File: src/rtl/bcd_seg_scan.sv
// Multiplexed common-anode 4-digit 7-segment driver for a 3-digit BCD value, with frame-aligned shadow register.
// Optional LEADING_ZERO_BLANK_EN macro blanks leading zero hundreds/tens digits.
module bcd_seg_scan #(
   parameter int REFRESH_DIV = 100000
) (
   input  logic        clk,
   input  logic        reset,
   input  logic [11:0] bcd,
   input  logic        load,
   output logic [3:0]  an,
   output logic [6:0]  seg,
   output logic        frame
);
   localparam int CW = (REFRESH_DIV > 2) ? $clog2(REFRESH_DIV) : 1;

   typedef enum logic [1:0] {IDLE, DIG0, DIG1, DIG2} state_t;

   state_t        state_q, state_d;
   logic [CW-1:0] cnt_q, cnt_d;
   logic [11:0]   pend_q, pend_d;
   logic [11:0]   disp_q, disp_d;
   logic [3:0]    an_q, an_d;
   logic [6:0]    seg_q, seg_d;
   logic          frame_q, frame_d;
   logic          tick;

   function automatic logic [6:0] dec7(input logic [3:0] n);
      case (n)
         4'd0:    dec7 = 7'b1000000;
         4'd1:    dec7 = 7'b1111001;
         4'd2:    dec7 = 7'b0100100;
         4'd3:    dec7 = 7'b0110000;
         4'd4:    dec7 = 7'b0011001;
         4'd5:    dec7 = 7'b0010010;
         4'd6:    dec7 = 7'b0000010;
         4'd7:    dec7 = 7'b1111000;
         4'd8:    dec7 = 7'b0000000;
         4'd9:    dec7 = 7'b0010000;
         default: dec7 = 7'b0111111;
      endcase
   endfunction

   assign tick  = (cnt_q == CW'(REFRESH_DIV - 1));
   assign cnt_d = tick ? '0 : cnt_q + 1'b1;

   always_comb begin
      state_d = state_q;
      frame_d = 1'b0;
      disp_d  = disp_q;
      pend_d  = load ? bcd : pend_q;
      an_d    = 4'b1111;
      seg_d   = 7'b1111111;
      if (tick) begin
         case (state_q)
            IDLE:    begin state_d = DIG0; frame_d = 1'b1; end
            DIG0:    state_d = DIG1;
            DIG1:    state_d = DIG2;
            DIG2:    begin state_d = DIG0; frame_d = 1'b1; end
            default: state_d = IDLE;
         endcase
      end
      // A load coinciding with the frame edge bypasses pend so it is not a frame late.
      if (frame_d) disp_d = load ? bcd : pend_q;
      // Outputs follow the next state so they switch on the same edge as the digit.
      case (state_d)
         DIG0: begin an_d = 4'b1110; seg_d = dec7(disp_d[3:0]); end
         DIG1: begin an_d = 4'b1101; seg_d = dec7(disp_d[7:4]); end
         DIG2: begin an_d = 4'b1011; seg_d = dec7(disp_d[11:8]); end
         default: ;
      endcase
`ifdef LEADING_ZERO_BLANK_EN
      if ((state_d == DIG2 && disp_d[11:8] == 4'd0) ||
          (state_d == DIG1 && disp_d[11:8] == 4'd0 && disp_d[7:4] == 4'd0)) begin
         an_d  = 4'b1111;
         seg_d = 7'b1111111;
      end
`endif
   end

   always_ff @(posedge clk or posedge reset) begin
      if (reset) begin
         state_q <= IDLE;
         cnt_q   <= '0;
         pend_q  <= '0;
         disp_q  <= '0;
         an_q    <= 4'b1111;
         seg_q   <= 7'b1111111;
         frame_q <= 1'b0;
      end else begin
         state_q <= state_d;
         cnt_q   <= cnt_d;
         pend_q  <= pend_d;
         disp_q  <= disp_d;
         an_q    <= an_d;
         seg_q   <= seg_d;
         frame_q <= frame_d;
      end
   end

   assign an    = an_q;
   assign seg   = seg_q;
   assign frame = frame_q;
endmodule

File: config.mk
export PLATFORM = sky130hd
export DESIGN_NAME = bcd_seg_scan
export DESIGN_NICKNAME = d
export VERILOG_FILES = /design/src/rtl/bcd_seg_scan.sv
export SDC_FILE = /design/constraint.sdc
export NUM_CORES = 1
export LEC_CHECK = 0
export CAP_MARGIN = 20
export CORE_MARGIN = 5
export CORE_UTILIZATION = 24
export CTS_CLUSTER_SIZE = 20
export DETAILED_ROUTE_END_ITERATION = 7
export GPL_TIMING_DRIVEN = 0
export SLEW_MARGIN = 20
export SYNTH_ARGS = -nofsm -noshare
export SYNTH_HDL_FRONTEND = slang
export SYNTH_SLANG_ARGS = --single-unit
File: constraint.sdc
create_clock -name clk -period 2.9 [get_ports clk]
set_input_delay 0.58 -clock clk [delete_from_list [all_inputs] [get_ports clk]]
set_output_delay 0.58 -clock clk [all_outputs]
set_load 0.01 [all_outputs]
==> metrics.yaml, run 1 <==
dpl.cell_count: 462
row_count: 40
leakagePower_nw: 1.60
yosysTopAreaCell: "dfrtp_1"
slew_violations: 0
drtAntennaViolNets: 0
skew_ns: 0.00555
max-vdd-ir-drop_mv: 0.232
powerDensity_nw_per_um2: 371
synth_commonest_cells: "dfrtp_1 (44), inv_1 (22), ha_1 (20), nand2_1 (20), nor2_1 (19)"
min_period_ns: 2.81
die-width_um: 122
clkPwrFrac_pct: 40.8
h-tree-depth: 2
core_sq_um: 12100
nFillCells: 1258
r2r_slack_ns: 0.15
hold_viol: 0
worstSetupPathType: "input pin to flop"
cts.hold.buffers_added: 0
wl_um: 6490
drc: 0
synth_area_leaders: "dfrtp_1 (37%), dfstp_2 (8.8%), ha_1 (8.4%), mux2_2 (3.8%), mux2i_1 (3.0%)"
antenna_found_initial: 0
synth-adder-area-share_pct: 8.36
max-slew-margin-rel_pct: 48.9
crit_family: "buffers and inverters"
synth_edf_count: 0
netlist_area_sq_um: 2990
worstMarginPinSlew_ns: 0.747
numPortBuffers: 25
crit_path_end_kind: "flop"
die_h_um: 122
cts_tree: "done"
grt_pass1_vias: 2164
yosysWarnings: 0
drive_above_1_share_pct: 31.1
syn2layout_area_growth_pct: 31.1
critPathMaxStageDelay_ns: 0.56
grt_max_degree: 55
synth_seq_cells: 54
io_pins: 27
post-route-period-util_pct: 97.0
drt_iter0_drc: 49
gr-total-overflow: 0
final_cells: 496
place.gp.congestion: 0.832
vias: 2146
clk_latency_ns: 0.29
synth.most_common_cell: "dfrtp_1"
dp_hpwl_um: 4470
firstDrtPassIters: 4
synth_fp_nets: 304
comb_power_share_pct: 6.1
fmax_mhz: 356
swShare_pct: 22.3
outcome: "finished clean"
viasPerCell: 4.33
path_max_fanout: 7
avgRoutedWirePerCell_um: 13.1
dieArea_sq_um: 14800
synthSimpleGateAreaFrac_pct: 14.0
clock_sink_count: 54
synth_top_area_share_pct: 36.8
power.total_mw: 1.46
clockBufferDepth: 2
root_buffer: "clkbuf_16"
seq_area_sq_um: 1370
cts.reportedPaths.clkPinSlew_ns: 0.07
initial_utilization_pct: 24.7
cp.arrival_ns: 3.01
synth.yosys.seq_area_share_pct: 45.5
hold_path_class: "flop to flop"
cts_buffers: 5
syn_inst: 269
synthXorXnorAreaFrac_pct: 4.10
grt_use_total_pct: 8.90
cp_slowest_cell: "or4_1"
avgSynthCellArea_sq_um: 11.1
pwr-share-seq_pct: 53.1
async_reset_ff_share_pct: 100
synth_top_family_by_area: "simple AND/OR/NAND/NOR gates"
p_sw_mw: 0.324
drv_cap: 0
multiInputGateArea_sq_um: 1550
path_cells: "clkdlybuf4s50_1, buf_6, mux2_2, mux2_4, inv_1, ha_1, nand2b_1, a31oi_1, or4_1"
rsz0062_at_grt: "false"
p_int_mw: 1.13
ys.flop_type: "dfrtp_1"
final_nets: 362
startpoint_type: "input pin"
synth_mux_area_share_pct: 10.4
crit_required_ns: 3.10
diodes: 0
grt_pass1_wl_um: 10700
synth_compound_area_share_pct: 11.5
crit_buf_inv: 3
synth_cell_type_count: 50
setup_viol: 0
==> flip-flops by register name, indices dropped and copies added, names as in the netlist <==
signal   count
pend_q      12
an           3
disp_q      12
cnt_q       17
frame        1
seg          7
state_q      2
==> metal layers <==
metal / share of wire (%) / GRT usage [%] / up-vias
li1: - / - / 1046
met1: 43 / 10.9 / 1051
met2: 51 / 15.3 / 35
met3: 3.0 / 1.95 / 14
met4: 2.6 / 3.29 / 0
met5: 0 / 0 / -
==> cells in the final DEF, fill, tap and decap left out, drive strengths merged, types with 2 or more instances in the layout <==
cell type,count
a2111oi,2
or4,5
and4,2
dfrtp,44
clkinv,3
dfstp,10
a31o,3
buf,33
a21oi,16
mux2i,14
mux2,11
nor2b,2
xor2,5
clkbuf,5
clkdlybuf4s50,25
xnor2,9
nor3,3
o21ai,9
nand3,7
nor2,19
nand4,4
inv,24
nand2,21
a31oi,12
nor4b,2
or3,2
ha,20
nand2b,5
==> stage by stage <==
stage / area (sq um) / setup TNS (ns) / util (%) / hold slack (ns) / worst slack [ns]
after floorplan: 2990 / 0 / - / 0.444 / 0.0285
after global placement: 3450 / -4.32 / 28.5 / 0.473 / -0.604
after detailed placement: 3460 / -3.07 / 28.5 / 0.473 / -0.610
after CTS: 3780 / 0 / 31.2 / 0.495 / 0.00727
after global routing: 3930 / 0 / 32.4 / 0.525 / 0.000296
final: 3930 / 0 / 32.4 / 0.497 / 0.0877
==> final cells by class <==
class	instances	share of cell area, %
multi-input cells	183	39.6
flip-flops and latches	54	34.8
repair buffers	52	12.0
well taps	168	5.35
clock buffers	5	3.19
inverters	25	2.77
plain buffers	6	1.85
clock inverters	3	0.542
==> worst reg2reg max path, cell delays in order, from the launching register on <==
cell      delay, ns
dfrtp_1        0.37
ha_2           0.19
and4_4         0.24
and4_4         0.27
nand2_8        0.09
clkinv_8       0.06
buf_12         0.13
mux2i_4        0.29
inv_2          0.07
ha_1           0.23
mux2i_1        0.13
a21oi_1        0.08
or4_1          0.51
==> final timing paths <==
| path | from | endpoint | depth (start not counted) |
|---|---|---|---|
| setup / recovery | load | seg[5] | 9 |
| hold / removal | cnt_q[12] | cnt_q[12] | 1 |
| setup reg to reg | cnt_q[0] | seg[5] | 12 |
| hold reg to reg | cnt_q[12] | cnt_q[12] | 1 |
| max in group asynchronous | reset | cnt_q[5] | 2 |
| min in group asynchronous | reset | frame | 2 |
==> what timing repair did <==
item | in CTS | in global routing
pin swaps | 4 | 3
setup endpoints to repair | 7 | 6
buffers inserted | 15 | 12
resized for setup | 14 | 13
==> kinds of logic (layout without fill, tap and decap cells) <==
kind of cell / after synthesis / after routing
fa+ha+maj: 20 / 20
compound gates: 47 / 47
xor+xnor: 14 / 14
other cells: 1 / 1
buf+inv: 32 / 91
mux: 25 / 25
simple gates: 76 / 76
flops: 54 / 54
==> power by group through the flow <==
| stage | registers (mW) | clock network [mW] | logic [mW] |
|---|---|---|---|
| floorplan | 0.787 | 0 | 0.0451 |
| global placement | 0.787 | 0 | 0.0760 |
| detailed placement | 0.788 | 0 | 0.0781 |
| CTS | 0.773 | 0.617 | 0.0821 |
| global route | 0.775 | 0.642 | 0.0981 |
| finish | 0.773 | 0.595 | 0.0886 |
Note: power is estimated with default switching activity, not from simulation.
==> run 2: changes to the inputs <==
--- a/config.mk
+++ b/config.mk
@@ -11,6 +11,7 @@
 export CTS_CLUSTER_SIZE = 20
 export DETAILED_ROUTE_END_ITERATION = 7
 export GPL_TIMING_DRIVEN = 0
+export SKIP_CTS_REPAIR_TIMING = 1
 export SLEW_MARGIN = 20
 export SYNTH_ARGS = -nofsm -noshare
 export SYNTH_HDL_FRONTEND = slang
==> metrics.yaml, run 2 (synthesized netlist as in run 1, its figures left out) <==
critPathMaxStageDelay_ns: 0.42  # -0.14 ns
cts_buffers: 5  # unchanged
nFillCells: 1248  # -0.79%
initial_utilization_pct: 24.7  # unchanged
cts.reportedPaths.clkPinSlew_ns: 0.07  # about the same
max-vdd-ir-drop_mv: 0.229  # -1.2%
cp_slowest_cell: "dfrtp_1"
numPortBuffers: 25  # unchanged
swShare_pct: 22.4  # +0.15 points
drive_above_1_share_pct: 31.5  # +0.40 points
root_buffer: "clkbuf_16"
worstMarginPinSlew_ns: 0.707  # -0.0394 ns
final_nets: 361  # -0.28%
die-width_um: 122  # unchanged
firstDrtPassIters: 4  # unchanged
largest_register: "cnt_q"
crit_top_cell: "and4_4"
fmax_mhz: 356  # about the same
viasPerCell: 4.28  # -1.1%
gr-total-overflow: 0  # unchanged
final_area_sq_um: 3950  # +0.57%
drv_cap: 0  # unchanged
clkPwrFrac_pct: 41.1  # +0.3 points
grt_use_total_pct: 8.46  # -0.43 points
leakagePower_nw: 1.61  # +0.16%
drt_iter0_drc: 88  # +80%
grt_max_degree: 55  # unchanged
h-tree-depth: 2  # unchanged
clock_sink_count: 54  # unchanged
max-slew-margin-rel_pct: 51.6  # +2.7 points
diodes: 0  # unchanged
path_max_fanout: 6  # -1
startpoint_type: "flop"
pwr-share-seq_pct: 53.1  # about the same
crit_buf_inv: 5  # +2
final_cell_mix: "dfrtp_1 (43), clkdlybuf4s50_1 (25), buf_4 (24)"
comb_power_share_pct: 5.8  # -0.3 points
hold_path_class: "flop to flop"
min_period_ns: 2.81  # -0.00281 ns
powerDensity_nw_per_um2: 368  # -0.68%
cp.arrival_ns: 3.02  # about the same
grt_pass1_wl_um: 10100  # -5.0%
p_int_mw: 1.13  # -0.30%
avgRoutedWirePerCell_um: 12.9  # -1.1%
placed_area_sq_um: 3460  # unchanged
postLayoutSetupSlackWorst_ns: 0.0905  # +0.00281 ns
outcome: "finished clean"
reg.largest.list: "cnt_q (17), disp_q (12), pend_q (12)"
drc: 0  # unchanged
syn2layout_area_growth_pct: 31.9
mostFrequentLayoutCell: "dfrtp_1"
crit_required_ns: 3.11  # about the same
die_h_um: 122  # unchanged
grt_pass1_vias: 2070  # -4.3%
clockBufferDepth: 2  # unchanged
hold_viol: 0  # unchanged
setup_viol: 0  # unchanged
crit_family: "simple AND/OR/NAND/NOR gates"
place_ws_ns: -0.610  # unchanged
dp_hpwl_um: 4470  # unchanged
place.gp.congestion: 0.832  # unchanged
final_util_pct: 32.6  # +0.19 points
tns_ns: 0  # unchanged
core_sq_um: 12100  # unchanged
worstSetupPathType: "flop to flop"
wl_um: 6410  # -1.3%
skew_ns: 0.00474  # -0.000811 ns
power.total_mw: 1.46  # -0.11%
post-route-period-util_pct: 96.9  # about the same
largest_reg_flops: 17  # unchanged
crit_path_end_kind: "flop"
clk_latency_ns: 0.29  # about the same
rsz0062_at_grt: "true"
drtAntennaViolNets: 0  # unchanged
slew_violations: 0  # unchanged
p_sw_mw: 0.326  # +0.55%
io_pins: 27  # unchanged
path_cells: "ha_4, and4_4, and4_4, buf_6, nand2_8, clkinv_8, buf_12, mux2i_4, inv_2, buf_4, ha_1, a21oi_2, nor2_1, or4_1"
row_count: 40  # unchanged
cts_tree: "done"
antenna_found_initial: 0  # unchanged
dieArea_sq_um: 14800  # unchanged
vias: 2118  # -1.3%
[run 2: layer usage]
layer  GRT usage (%)  part of all wire [%]
met1            10.7                    44
met2            14.4                    51
met3            1.90                   2.9
met4            2.66                   2.5
met5               0                     0
[run 2: power by group through the flow]
| stage | clock network (mW) | registers, mW | logic [mW] |
|---|---|---|---|
| floorplan | 0 | 0.787 | 0.0451 |
| global placement | 0 | 0.787 | 0.0760 |
| detailed placement | 0 | 0.788 | 0.0781 |
| CTS | 0.617 | 0.773 | 0.0780 |
| global route | 0.643 | 0.775 | 0.0932 |
| finish | 0.598 | 0.773 | 0.0840 |
[run 2: stage by stage]
step / instances / hold WS [ns]
floorplan: 269 / 0.444
global placement: 462 / 0.473
detailed placement: 462 / 0.473
CTS: 470 / 0.483
global route: 495 / 0.525
finish: 495 / 0.497
[run 2: final cells by class]
class | count | area (sq um) | share of cell area (%)
multi-input combinational | 183 | 1570 | 39.7
timing repair buffer | 50 | 468 | 11.9
sequential | 54 | 1370 | 34.6
clock buffer | 5 | 125 | 3.17
buffer | 7 | 83.8 | 2.12
tap | 168 | 210 | 5.32
inverter | 25 | 109 | 2.76
clock inverter | 3 | 21.3 | 0.539
[run 2: final timing paths]
path                            from   endpoint  slack [ns]  depth (start not counted)
max                         cnt_q[0]     seg[2]        0.09                         14
min                        cnt_q[12]  cnt_q[12]        0.50                          1
max reg2reg                 cnt_q[0]     seg[2]        0.09                         14
min reg2reg                cnt_q[12]  cnt_q[12]        0.50                          1
max in group asynchronous      reset   cnt_q[5]        1.67                          2
min in group asynchronous      reset      frame        0.76                          2
